File: config.mk
export PLATFORM = sky130hd
export DESIGN_NAME = proj_fm_pingpong_ram
export DESIGN_NICKNAME = d
export VERILOG_FILES = /design/src/rtl/proj_fm_pkg.sv /design/src/rtl/proj_fm_bank.sv /design/src/rtl/proj_fm_pingpong_ram.sv
export SDC_FILE = /design/constraint.sdc
export NUM_CORES = 1
export LEC_CHECK = 0
export CORE_MARGIN = 4
export CORE_UTILIZATION = 40
export CTS_CLUSTER_SIZE = 24
export DETAILED_ROUTE_END_ITERATION = 16
export SYNTH_ARGS = -nofsm -noshare
export SYNTH_HDL_FRONTEND = slang
export SYNTH_SLANG_ARGS = --single-unit
File: constraint.sdc
create_clock -name in_clk -period 2.7 [get_ports in_clk]
set_input_delay 0.54 -clock in_clk [delete_from_list [all_inputs] [get_ports in_clk]]
set_output_delay 0.54 -clock in_clk [all_outputs]
set_load 0.03 [all_outputs]
File: src/rtl/proj_fm_pkg.sv
// Shared constants, sizing helpers and pointer type for the feature-map ping-pong RAM.
package proj_fm_pkg;

    localparam int unsigned DEF_BUFFERS   = 2;
    localparam int unsigned DEF_RAMS      = 2;
    localparam int unsigned DEF_ENTRIES   = 4;
    localparam int unsigned DEF_OFFSET    = 8;
    localparam int unsigned DEF_DATA_BITS = 8;

    // Cells held by one feature-map buffer
    function automatic int unsigned buf_size(input int unsigned rams,
                                             input int unsigned entries,
                                             input int unsigned offset);
        return rams * entries * offset;
    endfunction

    // Address width for n locations, never narrower than one bit
    function automatic int unsigned clog2_min1(input int unsigned n);
        return (n > 1) ? $clog2(n) : 1;
    endfunction

    localparam int unsigned DEF_PTR_BITS = clog2_min1(DEF_BUFFERS);

    // Buffer index at the default rotation depth
    typedef logic [DEF_PTR_BITS-1:0] buf_ptr_t;

endpackage

File: src/rtl/proj_fm_bank.sv
// One feature-map buffer: single write port, registered read port, no reset on storage.
module proj_fm_bank
    import proj_fm_pkg::*;
#(
    parameter int unsigned DEPTH     = buf_size(DEF_RAMS, DEF_ENTRIES, DEF_OFFSET),
    parameter int unsigned ADDR_BITS = clog2_min1(DEPTH),
    parameter int unsigned DATA_BITS = DEF_DATA_BITS
) (
    input  logic                 in_clk,
    input  logic                 in_wen,
    input  logic [ADDR_BITS-1:0] in_waddr,
    input  logic [DATA_BITS-1:0] in_wdata,
    input  logic                 in_ren,
    input  logic [ADDR_BITS-1:0] in_raddr,
    output logic [DATA_BITS-1:0] out_rdata
);

    logic [DATA_BITS-1:0] mem [DEPTH];

    // Write on enable; read data only updates on a read enable so it holds under backpressure
    always_ff @(posedge in_clk) begin
        if (in_wen) begin
            mem[in_waddr] <= in_wdata;
        end
        if (in_ren) begin
            out_rdata <= mem[in_raddr];
        end
    end

endmodule

File: src/rtl/proj_fm_pingpong_ram.sv
// Rotating set of feature-map buffers streamed in fill order.
// Optional feature: define PROJ_FM_REPLAY_EN to add in_replay (re-stream a buffer instead of releasing it).
module proj_fm_pingpong_ram
    import proj_fm_pkg::*;
#(
    parameter int unsigned BUFFERS   = DEF_BUFFERS,
    parameter int unsigned RAMS      = DEF_RAMS,
    parameter int unsigned ENTRIES   = DEF_ENTRIES,
    parameter int unsigned OFFSET    = DEF_OFFSET,
    parameter int unsigned DATA_BITS = DEF_DATA_BITS
) (
    input  logic                             in_clk,
    input  logic                             in_rst,
    input  logic                             in_wvalid,
    output logic                             out_wready,
    input  logic [DATA_BITS-1:0]             in_wdata,
    output logic                             out_rvalid,
    input  logic                             in_rready,
`ifdef PROJ_FM_REPLAY_EN
    input  logic                             in_replay,
`endif
    output logic [DATA_BITS-1:0]             out_rdata,
    output logic [$clog2(BUFFERS+1)-1:0]     out_full_cnt
);

    localparam int unsigned BUF_SIZE  = buf_size(RAMS, ENTRIES, OFFSET);
    localparam int unsigned ADDR_BITS = clog2_min1(BUF_SIZE);
    localparam int unsigned PTR_BITS  = clog2_min1(BUFFERS);
    localparam int unsigned CNT_BITS  = $clog2(BUFFERS + 1);

    localparam logic [ADDR_BITS-1:0] LAST_ADDR = ADDR_BITS'(BUF_SIZE - 1);
    localparam logic [PTR_BITS-1:0]  LAST_BUF  = PTR_BITS'(BUFFERS - 1);
    localparam logic [CNT_BITS-1:0]  ALL_FULL  = CNT_BITS'(BUFFERS);

    logic [ADDR_BITS-1:0] waddr_q, waddr_d, raddr_q, raddr_d;
    logic [PTR_BITS-1:0]  wbuf_q, wbuf_d, rbuf_q, rbuf_d, rsel_q, rsel_d;
    logic [CNT_BITS-1:0]  cnt_q, cnt_d;
    logic                 rvalid_q, rvalid_d, wready_q, wready_d;
    logic                 wr_acc_c, rd_iss_c, fill_c, release_c, replay_c;

    logic [DATA_BITS-1:0] bank_rdata [BUFFERS];

`ifdef PROJ_FM_REPLAY_EN
    assign replay_c = in_replay;
`else
    assign replay_c = 1'b0;
`endif

    // Handshake qualifiers; both sides are ignored while reset is asserted
    assign wr_acc_c  = in_wvalid && wready_q && !in_rst;
    assign rd_iss_c  = (cnt_q != '0) && (!rvalid_q || in_rready) && !in_rst;
    assign fill_c    = wr_acc_c && (waddr_q == LAST_ADDR);
    assign release_c = rd_iss_c && (raddr_q == LAST_ADDR) && !replay_c;

    // Next-state for pointers, occupancy and read-valid
    always_comb begin
        waddr_d  = waddr_q;
        raddr_d  = raddr_q;
        wbuf_d   = wbuf_q;
        rbuf_d   = rbuf_q;
        rsel_d   = rsel_q;
        cnt_d    = cnt_q;
        rvalid_d = rvalid_q;

        if (wr_acc_c) begin
            waddr_d = fill_c ? '0 : waddr_q + ADDR_BITS'(1);
            if (fill_c) begin
                wbuf_d = (wbuf_q == LAST_BUF) ? '0 : wbuf_q + PTR_BITS'(1);
            end
        end

        if (rd_iss_c) begin
            raddr_d  = (raddr_q == LAST_ADDR) ? '0 : raddr_q + ADDR_BITS'(1);
            rsel_d   = rbuf_q;
            rvalid_d = 1'b1;
            if (release_c) begin
                rbuf_d = (rbuf_q == LAST_BUF) ? '0 : rbuf_q + PTR_BITS'(1);
            end
        end else if (in_rready) begin
            rvalid_d = 1'b0;
        end

        case ({fill_c, release_c})
            2'b10:   cnt_d = cnt_q + CNT_BITS'(1);
            2'b01:   cnt_d = cnt_q - CNT_BITS'(1);
            default: cnt_d = cnt_q;
        endcase

        wready_d = (cnt_d != ALL_FULL);
    end

    // State registers with synchronous reset; partial buffers are simply dropped
    always_ff @(posedge in_clk) begin
        if (in_rst) begin
            waddr_q  <= '0;
            raddr_q  <= '0;
            wbuf_q   <= '0;
            rbuf_q   <= '0;
            rsel_q   <= '0;
            cnt_q    <= '0;
            rvalid_q <= 1'b0;
            wready_q <= 1'b1;
        end else begin
            waddr_q  <= waddr_d;
            raddr_q  <= raddr_d;
            wbuf_q   <= wbuf_d;
            rbuf_q   <= rbuf_d;
            rsel_q   <= rsel_d;
            cnt_q    <= cnt_d;
            rvalid_q <= rvalid_d;
            wready_q <= wready_d;
        end
    end

    // Buffer storage; the writer and reader never target the same bank in one cycle
    for (genvar b = 0; b < BUFFERS; b++) begin : g_bank
        proj_fm_bank #(
            .DEPTH     (BUF_SIZE),
            .ADDR_BITS (ADDR_BITS),
            .DATA_BITS (DATA_BITS)
        ) u_bank (
            .in_clk    (in_clk),
            .in_wen    (wr_acc_c && (wbuf_q == PTR_BITS'(b))),
            .in_waddr  (waddr_q),
            .in_wdata  (in_wdata),
            .in_ren    (rd_iss_c && (rbuf_q == PTR_BITS'(b))),
            .in_raddr  (raddr_q),
            .out_rdata (bank_rdata[b])
        );
    end

    // Output data comes from the bank read register of the last issued buffer, zero when idle
    assign out_rdata    = rvalid_q ? bank_rdata[rsel_q] : '0;
    assign out_rvalid   = rvalid_q;
    assign out_wready   = wready_q;
    assign out_full_cnt = cnt_q;

endmodule

==> reports/qor.txt, run 1 <==
Max Cap Viol: 0
Placed Area: 45300 sq um
Die span in y: 330 microns
PwrDens: 681 nW/um^2
Crit-path max FO: 38
Std-Cell Rows: 117
Pre-Repair DR Iteration Count: 7
Initial antenna violation count: 5
Final Cell Area: 48800 sq um
Clock Path Buffers: 3
Yosys warnings: 0
Post-DRT Antenna Nets: 0
Starting Density: 40.5%
# IOs: 24
Highest clock rate: 376 MHz
Fill cells: 8343
Iter 0 DRT Violations: 2149
CP required: 3.10 ns
Final Hold Fails: 0
CP startpoint kind: register
DRC errors left: 0
Cells after Synth: 2044
CP max stage delay: 0.48 ns
Synth unique cells: 50
Final cycle utilization of the critical path: 98.6%
CTS tree: built
Routed len/inst: 25.9 microns
First-pass GRT wire length: 145000 microns
RSZ-0062 raised after global routing: false
RD Place Congestion: 0.843
CTS root buffer: clkbuf_16
CP max stage cell: dfxtp_4
Nets: 2353
Num CTS Buffers: 103
H-tree depth: 3
Outcome: completed
CP cell instances: buf_12 -> buf_4 -> mux2i_1 -> o221ai_1 -> a21oi_1 -> o21ai_0 -> a221o_1
Core area: 102000 sq um
Hold crit path type: input pin to register
Synthesized area per cell: 20.3 sq um
Setup_tns: 0 ns
IO buf count: 23
Syn nets: 2059
Vias/cell: 5.50
Register area share after synthesis: 76.3%
Worst EP arrival: 3.06 ns
CP Class: register to register
Worst rel slew slack: 49.3%
Lkg Pwr: 0.0154 uW
# setup viols final: 0
WL final: 98300 microns
FF+latch count, synth: 1059
Syn-to-layout area delta: 17.9%
DP Wirelength: 62700 microns
CTS Sinks: 1059
CP Capture Type: register
Final clock skew: 0.0306 ns
Die X: 330 microns
Die ar.: 109000 sq um
Fin. max-slew vios: 0
Clock-pin slew of the registers on the worst-case setup and hold paths: 0.06 ns
Grt ovf: 0
Vias in the first global route: 21400
Hold Buf Count CTS: 0
Max rail drop VDD: 0.514 mV
Least-Margin Pin Slew: 0.760 ns
Final min period: 2.66 ns
Fraction of layout instances using a drive strength above 1: 29.2%
GRT Resource Usage Total: 18.2%
Vias: 20900
Largest net degree at the start of global routing: 129
Clock latency on the worst-skew pair: 0.67 ns
Cell area after synthesis: 41400 sq um
## placed cells by master, fill, tap and decap left out, types with 5 or more instances in the layout
master           count
edfxtp_1          1040
a211oi_1            31
a21oi_1             30
buf_4              265
nor3_1               9
dfxtp_1             14
buf_12              31
clkbuf_1            17
o21ai_0             17
or4_1                6
nor2b_1             13
mux2i_1            111
o22ai_1             35
clkinv_2            21
a221o_1             13
nand2_1             75
clkinv_1            20
mux2_2              16
or3b_2               5
nor2_1             150
nand3_1              8
clkinvlp_4           9
bufinv_16           15
clkdlybuf4s50_1      7
a31oi_1             13
xor2_1               8
clkbuf_16          106
mux4_1              12
o221ai_1            16
inv_1                5
dlygate4sd2_1        8
nand3b_1            10
and2_1              16
mux4_2             209
## timing repair
| action | CTS | global route |
|---|---|---|
| buffers inserted | 0 | 1 |
| resized for setup | 15 | 11 |
| endpoints found under the setup margin | 14 | 6 |
## power by group
| part | leakage (uW) | internal (uW) | total [uW] | switching [uW] |
|---|---|---|---|---|
| logic | 0.00420 | 93.0 | 454 | 361 |
| registers | 0.00950 | 18000 | 18000 | 8.88 |
| clock network | 0.00168 | 8630 | 14700 | 6080 |
| total | 0.0154 | 26800 | 33200 | 6450 |
## cell type report
class                           count  area, sq um  area share [%]
Sequential cell                  1059        31600            64.8
Tap cell                         1368         1710            3.51
Multi-Input combinational cell    853         9160            18.8
Timing Repair Buffer              315         2820            5.77
Clock inverter                     71          761            1.56
Clock buffer                      123         2720            5.56
Inverter                            6         22.5          0.0461
Antenna cell                        1         2.50         0.00513
## cells by family after synthesis
kind of cell | synth area share [%]
AOI/OAI and AO/OA | 2.85
buffers and inverters | 1.69
adders and majority gates | 0.0907
and+or+nand+nor | 3.44
muxes | 15.3
xor gates and xnor gates | 0.254
DFF | 76.3
## worst max-delay path, delay by kind of cell (launching register included)
family	cells	cell delay, ns
AO/OA/AOI/OAI	4	1.13
multiplexers	1	0.22
buffers and inverters	2	0.51
flip-flops	1	0.48
## sequential cells by signal, summed over array words and instances (netlist names)
signal                   flops
raddr_q                      6
rsel_q                       1
out_full_cnt                 2
out_rvalid                   1
wbuf_q                       1
out_wready                   1
waddr_q                      6
g_bank.u_bank.mem         1024
g_bank.u_bank.out_rdata     16
rbuf_q                       1
## metrics by stage
stage / std cells / worst slack (ns) / power, uW / hold slack (ns) / util [%]
2_1_floorplan: 2044 / 0.255 / 18500 / 0.519 / -
3_3_place_gp: 3600 / -0.103 / 18800 / 0.493 / 44.2
3_5_place_dp: 3600 / -0.111 / 18900 / 0.494 / 44.2
4_1_cts: 3794 / 0.00717 / 33500 / 0.335 / 47.6
5_1_grt: 3795 / 0.00617 / 34300 / 0.347 / 47.7
6_report: 3796 / 0.0382 / 33200 / 0.354 / 47.7
## synth_stat cells (all sizes together)
library cell     n  area (sq um)
and4             1          8.76
nor3            10          55.1
o22ai           35           219
a41oi            1          8.76
o21bai           1          7.51
a31oi           13          81.3
nand3            9          50.1
and2            17           106
or3b             7          61.3
nor2           150           563
o311ai           3          26.3
nand2b           4          25.0
dfxtp           19           380
a2111oi          3          26.3
nand4b           1          8.76
nor4             1          6.26
mux4           221          5020
or3              3          18.8
a221o           13           130
mux2i          115          1150
inv              6          22.5
nor2b           14          87.6
o31ai            3          22.5
ha               3          37.5
buf             62           435
or2              1          6.26
a221oi           1          8.76
nor3b            1          7.51
o21ai           19          95.1
edfxtp        1040         31200
nand2           75           282
a211oi          35           263
xor2             8          70.1
or4              6          45.0
xnor2            4          35.0
o221ai          16           140
nand3b          10          75.1
clkbuf          64           240
nand4            3          18.8
a21oi           30           150
mux2            16           180
## metal layers
metal  GRT usage [%]  vias to the layer above  part of all wire, %
met3            4.09                      181                  7.3
met5               0                        -                0.017
met4            6.13                        6                  3.2
met1            25.2                    10900                   42
li1                -                     9019                    -
met2            28.7                      768                   48
## worst paths after layout
path	from	endpoint	slack [ns]	cells after the start
hold / removal	in_wdata[0]	g_bank[1].u_bank.mem[63][0]$_DFFE_PP_	0.35	1
hold reg to reg	rsel_q$_SDFFE_PP0P_	rsel_q$_SDFFE_PP0P_	0.51	2
setup / recovery	raddr_q[1]$_SDFFE_PP0P_	g_bank[0].u_bank.out_rdata[0]$_DFFE_PP_	0.04	7
setup reg to reg	raddr_q[1]$_SDFFE_PP0P_	g_bank[0].u_bank.out_rdata[0]$_DFFE_PP_	0.04	7
Power figures use the tool's default switching activity.
==> run 2: changes to the inputs <==
HOLD_SLACK_MARGIN = 0.02   (was unset)
TNS_END_PERCENT = 5   (was unset)
==> run 2 against run 1 <==
First-iteration DRC count is 0.79% higher. Setup slack worse by 0.0083 ns. Final area hardly changed. Non-clock buffer count is 1 lower. Critical path depth stayed put. Total power hardly changed. Clock skew is 0.00075 ns lower. Sequential power hardly changed. Via count is 0.17% lower. Clock power hardly changed. Critical path type unchanged. Critical endpoint unchanged. Largest cell class unchanged.
==> reports/qor.txt, run 2 (same netlist as run 1, synthesis figures left out) <==
Die ar.: 109000 sq um (unchanged)
Core area: 102000 sq um (unchanged)
CP Capture Type: register
DP Wirelength: 62700 microns (unchanged)
Hold crit path type: input pin to register
Crit-path max FO: 38 (unchanged)
Clock-pin slew of the registers on the worst-case setup and hold paths: 0.06 ns (about the same)
Switching share of power: 19.4% (about the same)
Syn-to-layout area delta: 17.8% (about the same)
H-tree depth: 3 (unchanged)
Vias: 20800 (-0.17%)
Final Hold Fails: 0 (unchanged)
# setup viols final: 0 (unchanged)
Pwr Total: 33200 uW (about the same)
Setup_tns: 0 ns (unchanged)
Clock Path Buffers: 3 (unchanged)
Placed Area: 45300 sq um (unchanged)
Max reg flops: 1024 (unchanged)
Fraction of layout instances using a drive strength above 1: 29.1% (-0.070 points)
Fill cells: 8344 (+0.012%)
Commonest non-fill, non-tap cell in the layout: edfxtp_1
CTS Sinks: 1059 (unchanged)
IO buf count: 23 (unchanged)
Grt ovf: 0 (unchanged)
First-pass GRT wire length: 145000 microns (about the same)
GRT Resource Usage Total: 18.1% (about the same)
Final cycle utilization of the critical path: 98.9% (+0.31 points)
CTS tree: built
Worst EP arrival: 3.07 ns (about the same)
Lkg Pwr: 0.0154 uW (about the same)
Pint: 26800 uW (about the same)
Final clock skew: 0.0298 ns (-0.000751 ns)
CP startpoint kind: register
WL final: 97700 microns (-0.60%)
Psw: 6450 uW (about the same)
Starting Density: 40.5% (unchanged)
Least-Margin Pin Slew: 0.757 ns (-0.00381 ns)
Setup ws final: 0.0298 ns (-0.00833 ns)
# Post-CTS Setup Buffers: 0 (unchanged)
Routed len/inst: 25.7 microns (-0.58%)
RD Place Congestion: 0.843 (unchanged)
Max Cap Viol: 0 (unchanged)
Pre-CTS WS: -0.111 ns (unchanged)
Vias/cell: 5.49 (-0.15%)
PwrDens: 681 nW/um^2 (about the same)
Max rail drop VDD: 0.514 mV (about the same)
CP required: 3.10 ns (about the same)
Std-Cell Rows: 117 (unchanged)
Biggest register: g_bank.u_bank.mem
Final Cell Area: 48800 sq um (about the same)
CP Class: register to register
Nets: 2352 (-0.042%)
Highest clock rate: 375 MHz (-0.31%)
Die X: 330 microns (unchanged)
Fin. max-slew vios: 0 (unchanged)
Pre-Repair DR Iteration Count: 5 (-2)
Final min period: 2.67 ns (+0.00833 ns)
Comb power frac: 1.4% (about the same)
Largest net degree at the start of global routing: 129 (unchanged)
Clock power frac: 44.3% (about the same)
Most frequent cells in the layout: edfxtp_1 (1040), buf_4 (266), mux4_2 (209), nor2_1 (150), mux2i_1 (111)
Vias in the first global route: 21400 (-0.14%)
Reg2Reg Setup Slack: 0.03 ns (about the same)
# IOs: 24 (unchanged)
Initial antenna violation count: 5 (unchanged)
Iter 0 DRT Violations: 2166 (+0.79%)
Die span in y: 330 microns (unchanged)
Clock latency on the worst-skew pair: 0.67 ns (about the same)
Post-DRT Antenna Nets: 0 (unchanged)
Sequential share of power: 54.3% (about the same)
DRC errors left: 0 (unchanged)
Worst rel slew slack: 49.3% (-0.050 points)
Num CTS Buffers: 103 (unchanged)
Outcome: completed
Top Registers: g_bank.u_bank.mem (1024), g_bank.u_bank.out_rdata (16)
CTS root buffer: clkbuf_16
RSZ-0062 raised after global routing: true
==> run 2: cell count changes in the layout (fill, tap and decap cells not counted) <==
cell	delta
a211oi_1	+1
a211oi_2	-1
buf_4	+1
buf_6	-1
buf_8	-1
o21ai_0	+1
o21ai_1	-1
==> run 2: stage by stage <==
step           hold WS [ns]  std cells  util, %
2_1_floorplan         0.519       2044        -
3_3_place_gp          0.493       3600     44.2
3_5_place_dp          0.494       3600     44.2
4_1_cts               0.335       3794     47.6
5_1_grt               0.347       3794     47.7
6_report              0.351       3795     47.7
==> run 2: cell type report <==
| class | count | area (sq um) | share of cell area (%) |
|---|---|---|---|
| flip-flops and latches | 1059 | 31600 | 64.8 |
| multi-input cells | 853 | 9150 | 18.8 |
| repair buffers | 314 | 2800 | 5.73 |
| clock buffers | 123 | 2720 | 5.57 |
| well taps | 1368 | 1710 | 3.51 |
| clock inverters | 71 | 761 | 1.56 |
| inverters | 6 | 22.5 | 0.0462 |
| diodes | 1 | 2.50 | 0.00513 |
==> run 2: layer usage <==
layer	up-vias	wire (microns)	share of wire, %	track usage [%]
met5	-	34	0.035	0
met1	10800	40400	41	25.2
met3	181	7270	7.4	4.04
met4	6	3080	3.1	6.05
li1	9012	-	-	-
met2	812	46800	48	28.7
==> run 2: worst paths after layout <==
kind | startpoint | to | cells after the start
max | raddr_q[1]$_SDFFE_PP0P_ | g_bank[0].u_bank.out_rdata[0]$_DFFE_PP_ | 7
min | in_wdata[0] | g_bank[1].u_bank.mem[63][0]$_DFFE_PP_ | 1
max reg2reg | raddr_q[1]$_SDFFE_PP0P_ | g_bank[0].u_bank.out_rdata[0]$_DFFE_PP_ | 7
min reg2reg | rsel_q$_SDFFE_PP0P_ | rsel_q$_SDFFE_PP0P_ | 2
==> run 2: worst max-delay path, cell delays in order (launching register included) <==
cell and delay, ns:
dfxtp_4 0.48, buf_12 0.30, buf_4 0.20, mux2i_1 0.23, o221ai_1 0.14, a21oi_1 0.31, o21ai_0 0.28, a221o_1 0.42
==> run 2: power by group through the flow <==
stage          registers (uW)  clock network, uW  logic [uW]
2_1_floorplan           18400                  0        58.0
3_3_place_gp            18400                  0         437
3_5_place_dp            18400                  0         459
4_1_cts                 18000              15000         458
5_1_grt                 18000              15700         483
6_report                18000              14700         452
==> run 2: repair_timing <==
action | 4_1_cts | 5_1_grt
cloned | 0 | 0
setup endpoints to repair | 14 | 14
resized for setup | 12 | 11
hold buffers | 0 | 0
